**src/rtl/muldiv_hilo.sv**
```systemverilog
// muldiv_hilo: multi-cycle multiply/divide unit holding the architectural
// HI/LO registers. Sits beside the ALU in EX; busy stalls IF/ID/EX.
//
// Ports:
//   clk    in   rising-edge clock
//   reset  in   synchronous active-high reset
//   start  in   request valid this cycle
//   op     in   000 none, 001 mult, 010 multu, 011 div, 100 divu,
//               101 mthi, 110 mtlo, 111 reserved
//   a      in   rs operand (dividend / multiplicand / mthi-mtlo source)
//   b      in   rt operand (divisor / multiplier)
//   hi/lo  out  HI/LO registers
//   busy   out  high while a mult/div is in flight (registered)
//   done   out  one-cycle pulse when HI/LO take a mult/div result
module muldiv_hilo #(
  parameter int WIDTH = 32
) (
  input  logic             clk,
  input  logic             reset,
  input  logic             start,
  input  logic [2:0]       op,
  input  logic [WIDTH-1:0] a,
  input  logic [WIDTH-1:0] b,
  output logic [WIDTH-1:0] hi,
  output logic [WIDTH-1:0] lo,
  output logic             busy,
  output logic             done
);

  localparam int CW = (WIDTH > 1) ? $clog2(WIDTH) : 1;

  localparam logic [2:0] OP_MULT  = 3'b001;
  localparam logic [2:0] OP_MULTU = 3'b010;
  localparam logic [2:0] OP_DIV   = 3'b011;
  localparam logic [2:0] OP_DIVU  = 3'b100;
  localparam logic [2:0] OP_MTHI  = 3'b101;
  localparam logic [2:0] OP_MTLO  = 3'b110;

  typedef enum logic [1:0] {S_IDLE, S_CALC, S_FIX} state_t;

  state_t state, state_nx;

  logic [CW-1:0]      cnt;
  logic [2:0]         op_r;
  logic               sign_a, sign_b, b_zero;
  logic [WIDTH-1:0]   a_orig, mag_a, mag_b;
  // mult: {partial product high, multiplier shifting out the bottom}
  // div : {remainder, dividend shifting into quotient}
  logic [2*WIDTH-1:0] acc;

  // decode / datapath signals
  logic               is_md, accept, mthi_we, mtlo_we, last_iter;
  logic               op_signed, in_sa, in_sb;
  logic [WIDTH-1:0]   in_mag_a, in_mag_b;
  logic               r_is_mul;
  logic [WIDTH:0]     mul_sum, div_shift, div_diff;
  logic [2*WIDTH-1:0] mul_next, div_next, acc_next, prod;
  logic [WIDTH-1:0]   quo, rem, fix_hi, fix_lo;

  // ---------------------------------------------------------------- state reg
  always_ff @(posedge clk) begin
    if (reset) state <= S_IDLE;
    else       state <= state_nx;
  end

  // ---------------------------------------------------------------- next state
  always_comb begin
    state_nx = state;
    case (state)
      S_IDLE: if (accept)    state_nx = S_CALC;
      S_CALC: if (last_iter) state_nx = S_FIX;
      S_FIX:                 state_nx = S_IDLE;
      default:               state_nx = S_IDLE;
    endcase
  end

  // ---------------------------------------------------------------- decode + datapath
  always_comb begin
    is_md     = (op == OP_MULT) || (op == OP_MULTU) || (op == OP_DIV) || (op == OP_DIVU);
    accept    = (state == S_IDLE) && start && is_md;
    mthi_we   = (state == S_IDLE) && start && (op == OP_MTHI);
    mtlo_we   = (state == S_IDLE) && start && (op == OP_MTLO);
    last_iter = (cnt == CW'(WIDTH-1));

    // Unsigned ops latch operands as-is with both signs forced to zero,
    // so the FIX stage never negates them.
    op_signed = (op == OP_MULT) || (op == OP_DIV);
    in_sa     = op_signed & a[WIDTH-1];
    in_sb     = op_signed & b[WIDTH-1];
    in_mag_a  = in_sa ? -a : a;
    in_mag_b  = in_sb ? -b : b;

    // shift-add: add multiplicand into the top half when the multiplier
    // LSB is set, then shift the whole accumulator right by one
    mul_sum   = {1'b0, acc[2*WIDTH-1:WIDTH]} + (acc[0] ? {1'b0, mag_a} : '0);
    mul_next  = {mul_sum, acc[WIDTH-1:1]};

    // restoring divide: shift next dividend bit into the remainder and keep
    // the subtraction only if it did not go negative
    div_shift = acc[2*WIDTH-1:WIDTH-1];
    div_diff  = div_shift - {1'b0, mag_b};
    div_next  = div_diff[WIDTH] ? {div_shift[WIDTH-1:0], acc[WIDTH-2:0], 1'b0}
                                : {div_diff[WIDTH-1:0],  acc[WIDTH-2:0], 1'b1};

    r_is_mul  = (op_r == OP_MULT) || (op_r == OP_MULTU);
    acc_next  = r_is_mul ? mul_next : div_next;

    // write-back values for FIX
    prod = (sign_a ^ sign_b) ? -acc : acc;
    quo  = acc[WIDTH-1:0];
    rem  = acc[2*WIDTH-1:WIDTH];
    if (r_is_mul) begin
      fix_hi = prod[2*WIDTH-1:WIDTH];
      fix_lo = prod[WIDTH-1:0];
    end else if (b_zero) begin
      // divide by zero: quotient all ones, remainder is the raw dividend
      fix_hi = a_orig;
      fix_lo = '1;
    end else begin
      // 0x80..0 / -1 wraps naturally to 0x80..0 through the negation
      fix_lo = (sign_a ^ sign_b) ? -quo : quo;
      fix_hi = sign_a ? -rem : rem;
    end
  end

  // ---------------------------------------------------------------- registers
  always_ff @(posedge clk) begin
    if (reset) begin
      hi     <= '0;
      lo     <= '0;
      busy   <= 1'b0;
      done   <= 1'b0;
      cnt    <= '0;
      op_r   <= '0;
      sign_a <= 1'b0;
      sign_b <= 1'b0;
      b_zero <= 1'b0;
      a_orig <= '0;
      mag_a  <= '0;
      mag_b  <= '0;
      acc    <= '0;
    end else begin
      done <= (state == S_FIX);

      if (accept) begin
        op_r   <= op;
        sign_a <= in_sa;
        sign_b <= in_sb;
        b_zero <= (b == '0);
        a_orig <= a;
        mag_a  <= in_mag_a;
        mag_b  <= in_mag_b;
        cnt    <= '0;
        busy   <= 1'b1;
        acc    <= {{WIDTH{1'b0}}, (op == OP_MULT || op == OP_MULTU) ? in_mag_b : in_mag_a};
      end else if (state == S_CALC) begin
        acc <= acc_next;
        cnt <= cnt + 1'b1;
      end else if (state == S_FIX) begin
        busy <= 1'b0;
      end

      if (state == S_FIX) begin
        hi <= fix_hi;
        lo <= fix_lo;
      end else begin
        if (mthi_we) hi <= a;
        if (mtlo_we) lo <= a;
      end
    end
  end

endmodule

```
**config.mk**
```make
export PLATFORM = sky130hd
export DESIGN_NAME = muldiv_hilo
export DESIGN_NICKNAME = d
export VERILOG_FILES = /design/src/rtl/muldiv_hilo.sv
export SDC_FILE = /design/constraint.sdc
export NUM_CORES = 1
export LEC_CHECK = 0
export BUFFER_PORTS_ARGS = -buffer_cell sky130_fd_sc_hd__buf_2
export CORE_MARGIN = 8
export CORE_UTILIZATION = 55
export DETAILED_ROUTE_END_ITERATION = 7
export PLACE_DENSITY = 0.81
export SETUP_SLACK_MARGIN = 0.5
export SLEW_MARGIN = 20
export SYNTH_ARGS = -nofsm -noshare
export SYNTH_HDL_FRONTEND = slang
export SYNTH_SLANG_ARGS = --single-unit
export TNS_END_PERCENT = 10
```
**constraint.sdc**
```tcl
create_clock -name clk -period 5.1 [get_ports clk]
set_input_delay 0.255 -clock clk [delete_from_list [all_inputs] [get_ports clk]]
set_output_delay 0.255 -clock clk [all_outputs]
set_load 0.01 [all_outputs]
```
==> flow_metrics.env <==
export IMPL_status="complete, no violations"
export IMPL_ios=136
export IMPL_syn_to_final_growth_pct=10.4
export IMPL_clock_sinks=238
export IMPL_hpwl_um=48200
export IMPL_crit_slowest_cell="buf_4"
export IMPL_synthTopCellsByArea="dfxtp_1, xnor2_1, nand2_1"
export IMPL_synth_cell_types=81
export IMPL_leakage_nw=7.66
export IMPL_synthArstFlopShare_pct=0
export IMPL_ys_seq_area_share_pct=27.7
export IMPL_fin_nets=2404
export IMPL_finalHoldViolCount=0
export IMPL_first_pass_iters=6
export IMPL_routed_wl_um=65000
export IMPL_clk_path_buf_depth=3
export IMPL_cp_arrival_ns=4.73
export IMPL_worstSetupPathType="reg2reg"
export IMPL_worstPathRequired_ns=5.51
export IMPL_via_count=17800
export IMPL_pwr_density_cell_mw_per_mm2=339
export IMPL_max_slew_worst_pin_slew_ns=1.19
export IMPL_place_congestion=0.985
export IMPL_utilization_pct=60.9
export IMPL_grt_pass1_vias=16400
export IMPL_synth_nets=2380
export IMPL_synth_main_ff_cell="dfxtp_1"
export IMPL_die_w_um=193
export IMPL_maxSlewHeadroom_pct=20.6
export IMPL_port_buffers=135
export IMPL_h_tree_depth=1
export IMPL_cp_max_fo=41
export IMPL_track_usage_pct=33.9
export IMPL_ant_nets=0
export IMPL_yosysTopAreaCell="dfxtp_1"
export IMPL_crit_path_frequent_cell="a211oi_1"
export IMPL_synth_top_area_share_pct=27.7
export IMPL_cts_resized_gates=0
export IMPL_drt_iter0_markers=2355
export IMPL_crit_family="compound AO/OA/AOI/OAI gates"
export IMPL_ir_drop_mv=0.244
export IMPL_num_rows=65
export IMPL_cpPeakStageDelay_ns=0.53
export IMPL_grt_max_degree=78
export IMPL_synthCells=2238
export IMPL_hold_buffers=0
export IMPL_drive_above_1_share_pct=12.0
export IMPL_vias_per_cell=6.62
export IMPL_synth_avg_cell_area_sq_um=7.70
export IMPL_grt_pass1_wl_um=97600
export IMPL_die_y_um=193
export IMPL_fin_crit_ns=4.32
export IMPL_critPathBufInv=2
export IMPL_finalClockSkew_ns=0.0202
export IMPL_synth_edf_count=0
export IMPL_rsz0062_at_grt="false"
export IMPL_drc=0
export IMPL_synth_seq_cells=238
export IMPL_cts_tree="built"
export IMPL_startpoint_type="register"
export IMPL_initial_core_util_pct=55.2
export IMPL_hold_class="in2reg"
export IMPL_wl_per_cell_um=24.2
export IMPL_die_area_sq_mm=0.0372
export IMPL_timing_setup_tns_ns=0
export IMPL_clk_pin_slew_ns=0.06
export IMPL_clk_latency_ns=0.55
export IMPL_period_share_pct=84.7
export IMPL_antenna_found_initial=4
export IMPL_cap_violations=0
export IMPL_cts_root_buffer="clkbuf_16"
export IMPL_gr_total_overflow=0
export IMPL_fmaxAchievable_ghz=0.231
export IMPL_numCtsBuffers=26
export IMPL_yosys_warnings=0
export IMPL_endpoint_kind="register"
export IMPL_post_cts_buffers=0
export IMPL_drv_slew=0
export IMPL_core_sq_mm=0.0312
export IMPL_path_cells="inv_1 -> ha_1 -> fa_1 -> nand2b_1 -> a211oi_1 -> o21ai_0 -> a211oi_1 -> nor4_1 -> nor4bb_4 -> buf_4 -> mux2_2 -> nand3_1 -> o211ai_1"
export IMPL_setup_viol=0
export IMPL_syn_area_sq_mm=0.0172
[logic make-up (layout without fill, tap and decap cells)]
| kind of cell | Yosys count | count (layout) | share of synthesized area, % |
|---|---|---|---|
| xor+xnor | 210 | 210 | 10.7 |
| compound gates | 701 | 701 | 26.2 |
| other cells | 0 | 2 | 0 |
| buf+inv | 244 | 286 | 5.35 |
| fa+ha+maj | 72 | 72 | 5.32 |
| flops | 238 | 238 | 27.7 |
| mux | 103 | 103 | 6.06 |
| simple gates | 670 | 670 | 18.7 |
[layer usage]
layer  wire length [um]  share of wire [%]  vias up  global-route usage, %
met5                 13              0.020        -                      0
met4               3800                5.8        2                   18.0
met3               7470                 11      196                   7.84
met2              27900                 43     1068                   50.9
met1              25800                 40     8369                   44.8
li1                   -                  -     8120                      -
[final timing paths]
path / depth (start not counted) / slack, ns / start / to
worst min register to register: 2 / 0.45 / mag_a[31] / mag_a[31]
worst min-delay path: 2 / 0.02 / a[24] / a_orig[24]
worst max-delay path: 13 / 0.78 / acc[31] / acc[48]
worst max register to register: 13 / 0.78 / acc[31] / acc[48]
[stage by stage]
stage / power, mW / area (sq um) / hold WS (ns) / setup slack (ns) / cells
4_1_cts: 6.37 / 19000 / 0.00996 / 0.838 / 2682
6_report: 6.45 / 19000 / 0.0247 / 0.780 / 2684
5_1_grt: 6.71 / 19000 / 0.0252 / 0.592 / 2683
3_3_place_gp: 4.33 / 18100 / 0.428 / 1.04 / 2636
2_1_floorplan: 3.71 / 17200 / 0.381 / 1.63 / 2238
3_5_place_dp: 4.35 / 18100 / 0.438 / 0.888 / 2636
[cell type report]
type	instances	area, sq um
fillers	2818	12200
multi-input cells	1756	11600
flip-flops and latches	238	4770
repair buffers	172	953
clock buffers	34	752
well taps	402	503
inverters	68	255
clock inverters	12	155
diodes	2	5.00
[where the power goes]
group	leakage (nW)	switching (mW)	internal, mW
logic	5.28	1.42	0.840
clock network	0.443	0.857	1.19
registers	1.94	0.171	1.98
[flip-flops by register name, indices dropped and copies added, names as in the netlist]
name and flops:
done 1, b_zero 1, state 2, busy 1, op_r 3, lo 32
hi 32, cnt 5, mag_a 31, mag_b 32, a_orig 32, sign_b 1
acc 64, sign_a 1
[synthesized netlist by cell type (11+ instances only)]
cell type	instances
xor2_1	89
dfxtp_1	238
a31oi_1	23
a21oi_1	169
ha_1	70
a22o_1	37
nand2b_1	20
o21ai_0	185
a211oi_1	46
xnor2_1	121
a21o_1	32
mux2i_1	93
nor2b_1	15
o31ai_1	22
nand4_1	12
o22ai_1	40
or4_1	13
clkbuf_1	160
or3_1	14
nand3_1	41
buf_1	11
nor3_1	44
nand2_1	273
and2_1	45
o211ai_1	22
a221oi_1	36
nor4_1	13
nor2_1	132
inv_1	67
[layout by cell type, fill, tap and decap left out, drive strengths merged, types with 32 or more instances in the layout]
master | netlist | final
clkbuf | 160 | 34
nor2 | 132 | 132
nand2 | 273 | 273
o22ai | 40 | 40
xor2 | 89 | 89
inv | 68 | 71
mux2i | 93 | 93
xnor2 | 121 | 121
a21o | 32 | 32
nor3 | 44 | 44
ha | 70 | 70
nand3 | 44 | 44
and2 | 45 | 45
a221oi | 36 | 36
a211oi | 46 | 46
a22o | 37 | 37
a21oi | 171 | 171
buf | 16 | 172
dfxtp | 238 | 238
o21ai | 186 | 186
No activity file was read; power rests on OpenSTA's default activity.
